--- src/rtl/viterbi_hd_k3_decoder.sv ---
// Hard-decision Viterbi decoder for the rate-1/2, K=3 (7,5 octal) convolutional code.
// Four-state ACS with min-subtract normalization and register-exchange survivors.
module viterbi_hd_k3_decoder #(
  parameter int TB_DEPTH = 8,
  parameter int PM_W     = 4
) (
  input  logic       clk,
  input  logic       reset,
  input  logic [1:0] sym,
  input  logic       sym_valid,
  output logic       dout,
  output logic       dout_valid
);

  localparam int CW = $clog2(TB_DEPTH + 1);

  logic [PM_W-1:0]     pm_reg    [4];
  logic [PM_W-1:0]     pm_next   [4];
  logic [TB_DEPTH-1:0] surv_reg  [4];
  logic [TB_DEPTH-1:0] surv_next [4];
  logic [CW-1:0]       fill_reg;

  logic [PM_W-1:0]     acs       [4];
  logic                sel       [4];
  logic [PM_W-1:0]     pm_min;
  logic [PM_W-1:0]     min01;
  logic [PM_W-1:0]     min23;

  logic [1:0]          best;
  logic                b01;
  logic                b23;
  logic [PM_W-1:0]     v01;
  logic [PM_W-1:0]     v23;

  // Next state gi = {b,p}; predecessors are {p,0} and {p,1}, whose expected
  // symbols are bitwise complements of each other.
  genvar gi;
  generate
    for (gi = 0; gi < 4; gi++) begin : g_acs
      localparam bit BB = ((gi >> 1) & 1) == 1;
      localparam bit PB = (gi & 1) == 1;
      localparam int P  = gi & 1;
      localparam logic [1:0] EXP0 = {BB ^ PB, BB};

      logic [1:0]      d0;
      logic [1:0]      d1;
      logic [1:0]      bm0;
      logic [1:0]      bm1;
      logic [PM_W-1:0] cand0;
      logic [PM_W-1:0] cand1;

      assign d0    = sym ^ EXP0;
      assign d1    = sym ^ ~EXP0;
      assign bm0   = 2'(d0[1]) + 2'(d0[0]);
      assign bm1   = 2'(d1[1]) + 2'(d1[0]);
      assign cand0 = pm_reg[2*P] + PM_W'(bm0);
      assign cand1 = pm_reg[2*P+1] + PM_W'(bm1);

      // Strict compare so a tie keeps the {p,0} predecessor.
      assign sel[gi] = cand1 < cand0;
      assign acs[gi] = sel[gi] ? cand1 : cand0;
      assign surv_next[gi] = sel[gi] ? {surv_reg[2*P+1][TB_DEPTH-2:0], BB}
                                     : {surv_reg[2*P][TB_DEPTH-2:0], BB};
      assign pm_next[gi] = acs[gi] - pm_min;
    end
  endgenerate

  always_comb begin
    min01  = (acs[1] < acs[0]) ? acs[1] : acs[0];
    min23  = (acs[3] < acs[2]) ? acs[3] : acs[2];
    pm_min = (min23 < min01) ? min23 : min01;
  end

  // Best state from the pre-edge metrics; lower index wins ties.
  always_comb begin
    b01  = pm_reg[1] < pm_reg[0];
    v01  = b01 ? pm_reg[1] : pm_reg[0];
    b23  = pm_reg[3] < pm_reg[2];
    v23  = b23 ? pm_reg[3] : pm_reg[2];
    best = (v23 < v01) ? {1'b1, b23} : {1'b0, b01};
  end

  always_ff @(posedge clk or posedge reset) begin
    if (reset) begin
      pm_reg[0]  <= '0;
      pm_reg[1]  <= PM_W'(4);
      pm_reg[2]  <= PM_W'(4);
      pm_reg[3]  <= PM_W'(4);
      for (int i = 0; i < 4; i++) begin
        surv_reg[i] <= '0;
      end
      fill_reg   <= '0;
      dout       <= 1'b0;
      dout_valid <= 1'b0;
    end else begin
      dout_valid <= 1'b0;
      if (sym_valid) begin
        for (int i = 0; i < 4; i++) begin
          pm_reg[i]   <= pm_next[i];
          surv_reg[i] <= surv_next[i];
        end
        if (fill_reg == CW'(TB_DEPTH)) begin
          dout       <= surv_reg[best][TB_DEPTH-1];
          dout_valid <= 1'b1;
        end else begin
          fill_reg <= fill_reg + CW'(1);
        end
      end
    end
  end

endmodule

--- config.mk ---
export PLATFORM = sky130hd
export DESIGN_NAME = viterbi_hd_k3_decoder
export DESIGN_NICKNAME = d
export VERILOG_FILES = /design/src/rtl/viterbi_hd_k3_decoder.sv
export SDC_FILE = /design/constraint.sdc
export NUM_CORES = 1
export LEC_CHECK = 0
export BUFFER_PORTS_ARGS = -buffer_cell sky130_fd_sc_hd__clkbuf_2
export CAP_MARGIN = 10
export CORE_AREA = 2 2 133 122
export DETAILED_ROUTE_END_ITERATION = 8
export DIE_AREA = 0 0 135 124
export MAX_ROUTING_LAYER = met4
export PLACE_DENSITY = 0.52
export SLEW_MARGIN = 15
export SYNTH_ARGS = -nofsm -noshare
export SYNTH_HDL_FRONTEND = slang
export SYNTH_SLANG_ARGS = --single-unit
--- constraint.sdc ---
create_clock -name clk -period 11.9 [get_ports clk]
set_input_delay 1.19 -clock clk [delete_from_list [all_inputs] [get_ports clk]]
set_output_delay 1.19 -clock clk [all_outputs]
set_load 0.005 [all_outputs]
After elaboration in Yosys (flattened, before gate mapping)
Cells that the tools add are included.

storage, ports and cells
  output and inout port bits = 2
  input port bits = 5
  flip-flop bits (word level) = 54
  word-level logic and storage cells = 66

operators by class
  mux-type cells = 19
  $lt $le $gt $ge = 11
  add/subtract/negate cells = 17
  bitwise logic cells = 5
  equality and inequality tests = 1
  reductions and logical operators = 2

operators with widths
  cell                                                           number
  8-bit 2-to-1 mux                                               6
  4-bit less-than comparator                                     10
  4-bit 2-to-1 mux                                               9
  4-bit by 2-bit adder with 4-bit output                         8
  8-bit binary-select mux with 2-bit select                      1
  4-bit subtractor                                               4
  1-bit by 1-bit adder with 2-bit output                         4
  4-bit by 1-bit adder with 4-bit output, second input constant  1
  4-bit equality test, second input constant                     1
  2-bit AND reduction                                            2
  3-bit greater-or-equal comparator, second input constant       1
  1-bit NOT                                                      3
  2-bit NOT with 3-bit output                                    1
  1-bit 2-to-1 mux                                               2
  2-bit 2-to-1 mux                                               1
  2-bit NOT                                                      1

Depth between registers and ports, before layout
Gate-level depths: netlist of the first run.

  depth after elaboration = 10
  mapped depth = 30

Worst setup path after synthesis of the first run
OpenSTA, ideal clock, no wires.

  kind = input -> register
  start point = input sym[0]
  end point = register pm_reg[10] in the netlist's numbering
  data required time = 11818 ps
  library setup time = 82 ps
  cell stages on the path = 27
  buffers on the path = 0
  data arrival time = 6584 ps
  setup slack = 5234 ps
  path through = inv_1 > ha_1 > inv_1 > ha_1 > nor2b_1 > o21ai_0 > o21ai_0 > and2_1 > xnor2_1 > ha_1 > o31ai_4 > mux2_2 > ha_1 > a21oi_1 > o21ai_0 > mux2_2 > ha_1 > nor2b_1 > o221ai_1 > nand2_1 > mux2i_1 > ha_1 > inv_1 > ha_1 > o21bai_1 > xor2_1 > mux2_2

between the ends
  longest elaborated chain between the ends = 10
  elaborated cells between the ends (all ways) = 29
  classes of those cells = 13 x add/sub; 7 x order compare; 7 x mux; 2 x bitwise

RTL lines
  element                                                         RTL line  text
  start: declaration                                              9         input logic [1:0] sym,
  1-bit NOT (no source line) / 2-bit NOT (equally long branches)  -
  1-bit by 1-bit adder with 2-bit output                          54, 55
  4-bit by 2-bit adder with 4-bit output (on tied branches)       56, 57
  4-bit less-than comparator                                      60        assign sel[gi] = cand1 < cand0;
  4-bit 2-to-1 mux                                                61        assign acs[gi] = sel[gi] ? cand1 : cand0;
  4-bit less-than comparator (on tied branches)                   70, 69
  4-bit 2-to-1 mux (on tied branches)                             70, 69
  4-bit less-than comparator                                      71        pm_min = (min23 < min01) ? min23 : min01;
  4-bit 2-to-1 mux                                                71
  4-bit subtractor (*)                                            64        assign pm_next[gi] = acs[gi] - pm_min;
  end signal: indexed assignment                                  99        pm_reg[i] <= pm_next[i];
  end: declaration                                                17        logic [PM_W-1:0] pm_reg [4];

Every way passes the cells marked *; elsewhere a longest branch is shown, timed or not.
A chain may end at the register's enable or synchronous reset.

Worst setup path in the final report of the first run
Same ends and word-level chain as after synthesis.

==> summary.txt, run 1 <==
CTS
  – Post-CTS Hold Buffers: 0
  – CTS tree: yes
  – CTS Buf Count: 5
  – Maximum root-to-sink buffer count: 2
  – Post-CTS sizing: 0
  – H-tree depth: 2
  – # clock sinks: roughly 50
  – Setup Buffers After CTS: 0
  – Latest clock arrival within the worst-skew pair: 300 ps
  – Clock-pin transition on the worst setup and hold timing paths: ~70 ps
  – Root buffer cell: clkbuf_16

Logic synthesis
  – Area leader, netlist: dfrtp_1
  – Main flop type after synthesis: dfrtp_1
  – Post-synthesis sequential area ratio: 27.1%
  – Yosys top cell area share: about a quarter
  – Synthesized cell area: about 4500 sq um
  – EDFF count, synth: 0
  – Post-synth top cells: ha_1, inv_1, dfrtp_1
  – Avg Cell Area, Syn: between 9 and 10 sq um
  – Asr flop ratio synth: 100%
  – Netlist cell types: 55
  – YS warnings: 0
  – Synthesized instance count: around 490
  – Largest cells by area after synthesis: dfrtp_1, ha_1, mux2i_1
  – Mapped Nets: 564
  – Synth Register Bits: 49
  – Most numerous cell in the Yosys netlist: ha_1

Finish
  – Design area: between 4000 and 5000 sq um
  – Final #Nets: roughly 560
  – Largest register FFs: 27
  – ANT cells: 0
  – Share of post-route cells with drive strength above 1: 10.9%
  – Layout area overhead: 8.41%
  – Number of fill cells in the layout: 1609

Routing
  – Drt pass-1 iters: 4
  – Via/cell ratio: a little under 5
  – DR iter-0 viols: 229
  – DRC violations left: 0
  – Post-DRT Antenna Nets: 0
  – WL final: 10.4 mm
  – Vias: 3350
  – Wire per inst: 15.1 microns

Die
  – Standard-cell row count: 43
  – Die span in y: around 120 microns
  – Die area: roughly 17000 sq um
  – Core area: 15300 sq um
  – Die Wd: 135 microns
  – Starting Density: about 30%
  – Boundary Pins: 7

Global route
  – Initial antenna violation count: 0
  – Largest net degree at the start of global routing: 92
  – First-pass GRT wire length: 17.3 mm
  – Global Route Usage Sum: 13.5%
  – Total gr overflow: 0
  – Vias in the first global route: 3361

Setup path
  – RR Endpoint: pm_reg[10]
  – R2R setup slack: ~5300 ps
  – Crit path DAT: about 7800 ps
  – Max FO, Critical Path: 11
  – R2r startpoint: pm_reg[12]
  – Reg2Reg Depth: 24
  – CP endpoint: pm_reg[10]
  – Req. time, crit path: 12130 ps
  – Critical path origin: sym[0]
  – Setup CP Type: input port to flip-flop
  – Critical Path End Type: flip-flop
  – Worst Setup Start Kind: input port

Place
  – HPWL after detailed placement: 7.97 mm
  – Placed inst area: about 4800 sq um
  – I/O Buffers: 6
  – RePlAce Congestion: around 0.86

Timing
  – Worst Clk Skew: about 6.6 ps
  – Tcrit/Tclk final: 63.8%
  – Setup_tns: 0 ps
  – RSZ-0062 raised after global routing: false
  – Worst-margin pin slew: 1010 ps
  – Setup-failing EPs final: 0
  – Slew Limit Fails: 0
  – Post-route minimum period: 7590 ps
  – Final Hold Vio Count: 0
  – Min Hold Slack: 475 ps
  – Max Freq: between 0.1 and 0.15 GHz
  – Max-slew headroom: between 30 and 40%

Min path
  – Worst hold path cell count: 1
  – Hold Crit Class: flip-flop to flip-flop

Outcome
  – Status: finished clean

Flow run
  – MaxCap Viol Count: 0
cell families after synthesis:
logic type	count (synthesis)	share of synthesized area, %
AOI/OAI and AO/OA	111	16.5
xor gates and xnor gates	41	7.91
adders and majority gates	75	20.5
buffers and inverters	64	5.52
DFF	49	27.1
muxes	44	10.5
and+or+nand+nor	105	11.9
routing by layer:
layer | vias to the layer above | global-route usage, % | part of all wire (%)
met2 | 39 | 21.0 | 44
met3 | 6 | 2.65 | 3.6
met4 | 0 | 1.63 | 0.49
li1 | 1701 | - | -
met1 | 1604 | 18.8 | 52
met5 | - | - | 0
worst max-delay path, stage by stage:
cell and delay, ps:
clkbuf_2 130, inv_1 100, ha_1 370, ha_1 220
nor2b_1 130, o21ai_0 140, o21ai_0 210, and2_1 250
xnor2_1 200, ha_1 280, o31ai_2 870, mux2i_1 430
nor2b_1 90, maj3_1 350, o21ai_0 170, mux2_2 380
ha_1 280, nor2b_1 200, o221ai_1 140, nand2_1 130
mux2i_1 470, ha_1 280, inv_1 50, ha_1 170
o21bai_1 150, xor2_1 170, mux2_2 260
worst min path at each step:
stage           startpoint          end  slack [ps]
3_3_place_gp   surv_reg[0]  surv_reg[0]         450
4_1_cts        fill_reg[3]  fill_reg[3]         480
3_5_place_dp   surv_reg[0]  surv_reg[0]         460
6_report       fill_reg[3]  fill_reg[3]         470
2_1_floorplan  surv_reg[0]  surv_reg[0]         440
5_1_grt        surv_reg[0]  surv_reg[0]         490
layout by cell type, fill, tap and decap left out, drive strengths merged, types with 3 or more instances in the layout:
cell	synthesis	layout
a211oi	3	3
inv	48	48
a22o	5	5
o21bai	4	4
o31ai	3	3
ha	70	70
clkbuf	10	12
nor2	43	43
nor2b	10	10
nand3	7	7
nand2b	5	5
a21oi	44	44
dfstp	3	3
mux2	14	14
a21o	6	6
o21ai	22	22
mux2i	30	30
xnor2	23	23
o211ai	3	3
nor4b	4	4
a31oi	3	3
dfrtp	46	46
maj3	5	5
nor3b	3	3
o22ai	5	5
xor2	18	18
nand2	22	22
cell type report:
cell class | instances | area (sq um) | share of cell area, %
Inverter | 48 | 181 | 3.69
Tap cell | 202 | 253 | 5.14
Clock inverter | 2 | 16.3 | 0.331
Clock buffer | 6 | 139 | 2.82
Sequential cell | 49 | 1230 | 25.0
Multi-Input combinational cell | 376 | 3060 | 62.2
Timing Repair Buffer | 7 | 37.5 | 0.763
per-stage QoR:
step	worst slack [ps]	utilization [%]	cells
floorplan	5230	-	489
global placement	4270	31.2	682
detailed placement	4020	31.2	682
CTS	4290	32.2	690
global route	3760	32.2	690
finish	4310	32.2	690
Power of run 1 is not shown: default switching activity piles up to over one toggle a cycle in this logic, so the estimate is an artifact.
==> run 2, diff against run 1 <==
ABC_AREA = 1   (was unset)
CORE_AREA = 2 2 137 126   (was 2 2 133 122)
DIE_AREA = 0 0 139 128   (was 0 0 135 124)
PLACE_DENSITY = 0.53   (was 0.52)
clock period = 6.8 ns   (was 11.9 ns; I/O delays follow)
==> run 2 against run 1 <==
Against the previous run:
- clock skew about the same
- synthesized cell count increased by 33%
- critical path depth up 7
- clock-buffer cell count down 1
- non-clock buffer count rose by 8
- first-iteration DRC count up 13%
- cell area up 7.4%
- flip-flop and latch count stayed put
- global-route usage increased by 0.059 points
- hold slack lost 7.8 ps
- critical endpoint is now pm_reg[15]
- highest routed layer unchanged
==> summary.txt, run 2 <==
Logic synthesis
  – EDFF count, synth: 0 (unchanged)
  – Main flop type after synthesis: dfrtp_1 (unchanged)
  – Avg Cell Area, Syn: 7.39 sq um (was 9.28 sq um)
  – Synthesized instance count: 651 (was 489)
  – Netlist cell types: 35 (was 55)
  – Post-synth top cells: nand2_1, inv_1, ha_1 (was ha_1, inv_1, dfrtp_1)
  – Largest cells by area after synthesis: dfrtp_1, ha_1, nand2_1 (was dfrtp_1, ha_1, mux2i_1)
  – Asr flop ratio synth: 100% (unchanged)
  – Most numerous cell in the Yosys netlist: nand2_1 (was ha_1)
  – Synthesized cell area: 4810 sq um (was 4540 sq um)
  – Synth Register Bits: 49 (unchanged)
  – Post-synthesis sequential area ratio: 25.6% (was 27.1%)
  – Mapped Nets: 726 (was 564)
  – Yosys top cell area share: 23.9% (was 25.4%)
  – Area leader, netlist: dfrtp_1 (unchanged)
  – YS warnings: 0 (unchanged)

Place
  – Place WS: 578 ps (was 4020 ps)
  – HPWL after detailed placement: 8.90 mm (was 7.97 mm)
  – I/O Buffers: 6 (unchanged)
  – RePlAce Congestion: 0.841 (was 0.859)

Finish
  – Seq. cell area: 1230 sq um (unchanged)
  – Layout area overhead: 9.86% (was 8.41%)
  – Multi-input logic area: 3100 sq um (was 3060 sq um)
  – Final #Nets: 736 (was 562)
  – Largest register FFs: 27 (unchanged)
  – Most frequent cells in the layout: nand2_1, inv_1, ha_1 (was ha_1, inv_1, dfrtp_1, a21oi_1, nor2_1)
  – ANT cells: 0 (unchanged)
  – Commonest non-fill, non-tap cell in the layout: nand2_1 (was ha_1)
  – Number of fill cells in the layout: 1804 (was 1609)
  – Share of post-route cells with drive strength above 1: 15.3% (was 10.9%)

Setup path
  – RR Endpoint: pm_reg[15] (was pm_reg[10])
  – Total stage count of the critical path: 34 (was 27)
  – Cell family with most CP delay: adder cells (unchanged)
  – Setup CP Type: input port to flip-flop (unchanged)
  – R2R setup slack: 1360 ps (was 5340 ps)
  – Req. time, crit path: 6990 ps (was 12130 ps)
  – Slowest cell on crit path: o21ai_0 (was o31ai_2)
  – CP endpoint: pm_reg[15] (was pm_reg[10])
  – Worst path bufs/invs: 5 (was 3)
  – Critical Path End Type: flip-flop (unchanged)
  – Critical path origin: sym[0] (unchanged)
  – Crit path DAT: 6130 ps (was 7830 ps)
  – Slowest stage delay, CP: 600 ps (was 870 ps)
  – Max FO, Critical Path: 17 (was 11)
  – R2r startpoint: pm_reg[9] (was pm_reg[12])
  – Worst Setup Start Kind: input port (unchanged)
  – Reg2Reg Depth: 30 (was 24)

Timing
  – Worst Clk Skew: 6.58 ps (was 6.61 ps)
  – Min Hold Slack: 467 ps (was 475 ps)
  – Worst setup margin: 857 ps (was 4310 ps)
  – Setup-failing EPs final: 0 (unchanged)
  – Setup_tns: 0 ps (unchanged)
  – Max-slew headroom: 57.5% (was 32.4%)
  – Slew Limit Fails: 0 (unchanged)
  – Tcrit/Tclk final: between 80% and 90%
  – Final Hold Vio Count: 0 (unchanged)
  – Worst-margin pin slew: 631 ps (was 1010 ps)
  – Max Freq: 0.168 GHz
  – Post-route minimum period: 5940 ps
  – RSZ-0062 raised after global routing: false (unchanged)

CTS
  – Maximum root-to-sink buffer count: 2 (unchanged)
  – Setup Buffers After CTS: 0 (unchanged)
  – Root buffer cell: clkbuf_16 (unchanged)
  – Clock-pin transition on the worst setup and hold timing paths: 70 ps (about the same)
  – Post-CTS Hold Buffers: 0 (unchanged)
  – CTS Buf Count: 5 (unchanged)
  – # clock sinks: 49 (unchanged)
  – Latest clock arrival within the worst-skew pair: 290 ps (was 300 ps)
  – CTS tree: yes (unchanged)
  – H-tree depth: 2 (unchanged)
  – Post-CTS sizing: 0 (unchanged)

Routing
  – Vias: 3922 (was 3350)
  – DRC violations left: 0 (unchanged)
  – WL final: 11.3 mm (was 10.4 mm)
  – DR iter-0 viols: 258 (was 229)
  – Wire per inst: 12.9 microns (was 15.1 microns)
  – Drt pass-1 iters: 4 (unchanged)
  – Via/cell ratio: 4.49 (was 4.86)
  – Post-DRT Antenna Nets: 0 (unchanged)

Die
  – Standard-cell row count: 45 (was 43)
  – Core area: 16400 sq um (was 15300 sq um)
  – Die span in y: 128 microns (was 124 microns)
  – Die area: 17800 sq um (was 16700 sq um)
  – Die Wd: 139 microns (was 135 microns)
  – Starting Density: 29.2% (was 29.7%)
  – Boundary Pins: 7 (unchanged)

Min path
  – Hold Crit Class: flip-flop to flip-flop (unchanged)

Global route
  – Largest net degree at the start of global routing: 50 (was 92)
  – Initial antenna violation count: 0 (unchanged)
  – Total gr overflow: 0 (unchanged)
  – Vias in the first global route: 3665 (was 3361)
  – First-pass GRT wire length: 19.1 mm (was 17.3 mm)
  – Global Route Usage Sum: 13.6% (was 13.5%)

Outcome
  – Status: finished clean (unchanged)

Flow run
  – MaxCap Viol Count: 0 (unchanged)
==> run 2: cell count changes after synthesis, sizes merged, moves of 6 or more <==
cell   previous run  this run
a21o              6         0
a21oi            44        52
inv              48       113
mux2             14         0
mux2i            30         0
nand2            22       185
nand3             7        47
nor2             43        24
nor2b            10         0
o21ai            22        51
xnor2            23         6
==> run 2: worst register-to-register path, delay by kind of cell, from the launching register on <==
kind / cells / cell delay [ps]
AOI/OAI and AO/OA: 7 / 1700
xor gates and xnor gates: 1 / 170
adders and majority gates: 4 / 1220
buffers and inverters: 4 / 350
DFF: 1 / 500
and+or+nand+nor: 14 / 1400
==> run 2: routing by layer <==
metal | share of wire (%) | vias to the layer above | routed length, microns | GRT usage [%]
met4 | 0.55 | 0 | 62 | 1.96
met3 | 1.3 | 5 | 142 | 1.12
met5 | 0 | - | 0 | -
met2 | 45 | 36 | 5020 | 21.5
met1 | 54 | 1770 | 6040 | 19.4
li1 | - | 2111 | - | -
==> run 2: kinds of logic (layout without fill, tap and decap cells) <==
group                    count (synthesis)  in the layout  synth area share [%]
AO/OA/AOI/OAI                          116            116                  13.5
XOR/XNOR                                27             27                  4.92
AND/OR/NAND/NOR                        264            264                  27.8
adder cells (fa/ha/maj)                 70             70                  18.2
buffers and inverters                  125            136                  10.0
flip-flops                              49             49                  25.6
==> run 2: area by class of cell <==
cell class	instances	share of cell area [%]
multi-input cells	477	58.6
clock buffers	5	2.37
repair buffers	15	1.85
flip-flops and latches	49	23.3
clock inverters	3	0.829
inverters	113	8.08
well taps	211	5.00
==> run 2: how the worst min path moves through the flow <==
stage	start	end	slack, ps	cells past startpoint
3_5_place_dp	surv_reg[0]	surv_reg[0]	450	1
3_3_place_gp	surv_reg[0]	surv_reg[0]	450	1
5_1_grt	fill_reg[3]	fill_reg[3]	490	1
6_report	surv_reg[0]	surv_reg[0]	470	1
2_1_floorplan	surv_reg[0]	surv_reg[0]	440	1
4_1_cts	surv_reg[0]	surv_reg[0]	470	1
==> run 2: stage by stage <==
step                      util [%]  area (sq um)  std cells
after floorplan                  -          4810        651
after global placement        31.1          5110        865
after detailed placement      31.1          5110        865
after CTS                     32.1          5280        873
after global routing          32.1          5280        873
final                         32.1          5280        873
Power of run 2 is left out for the same reason.
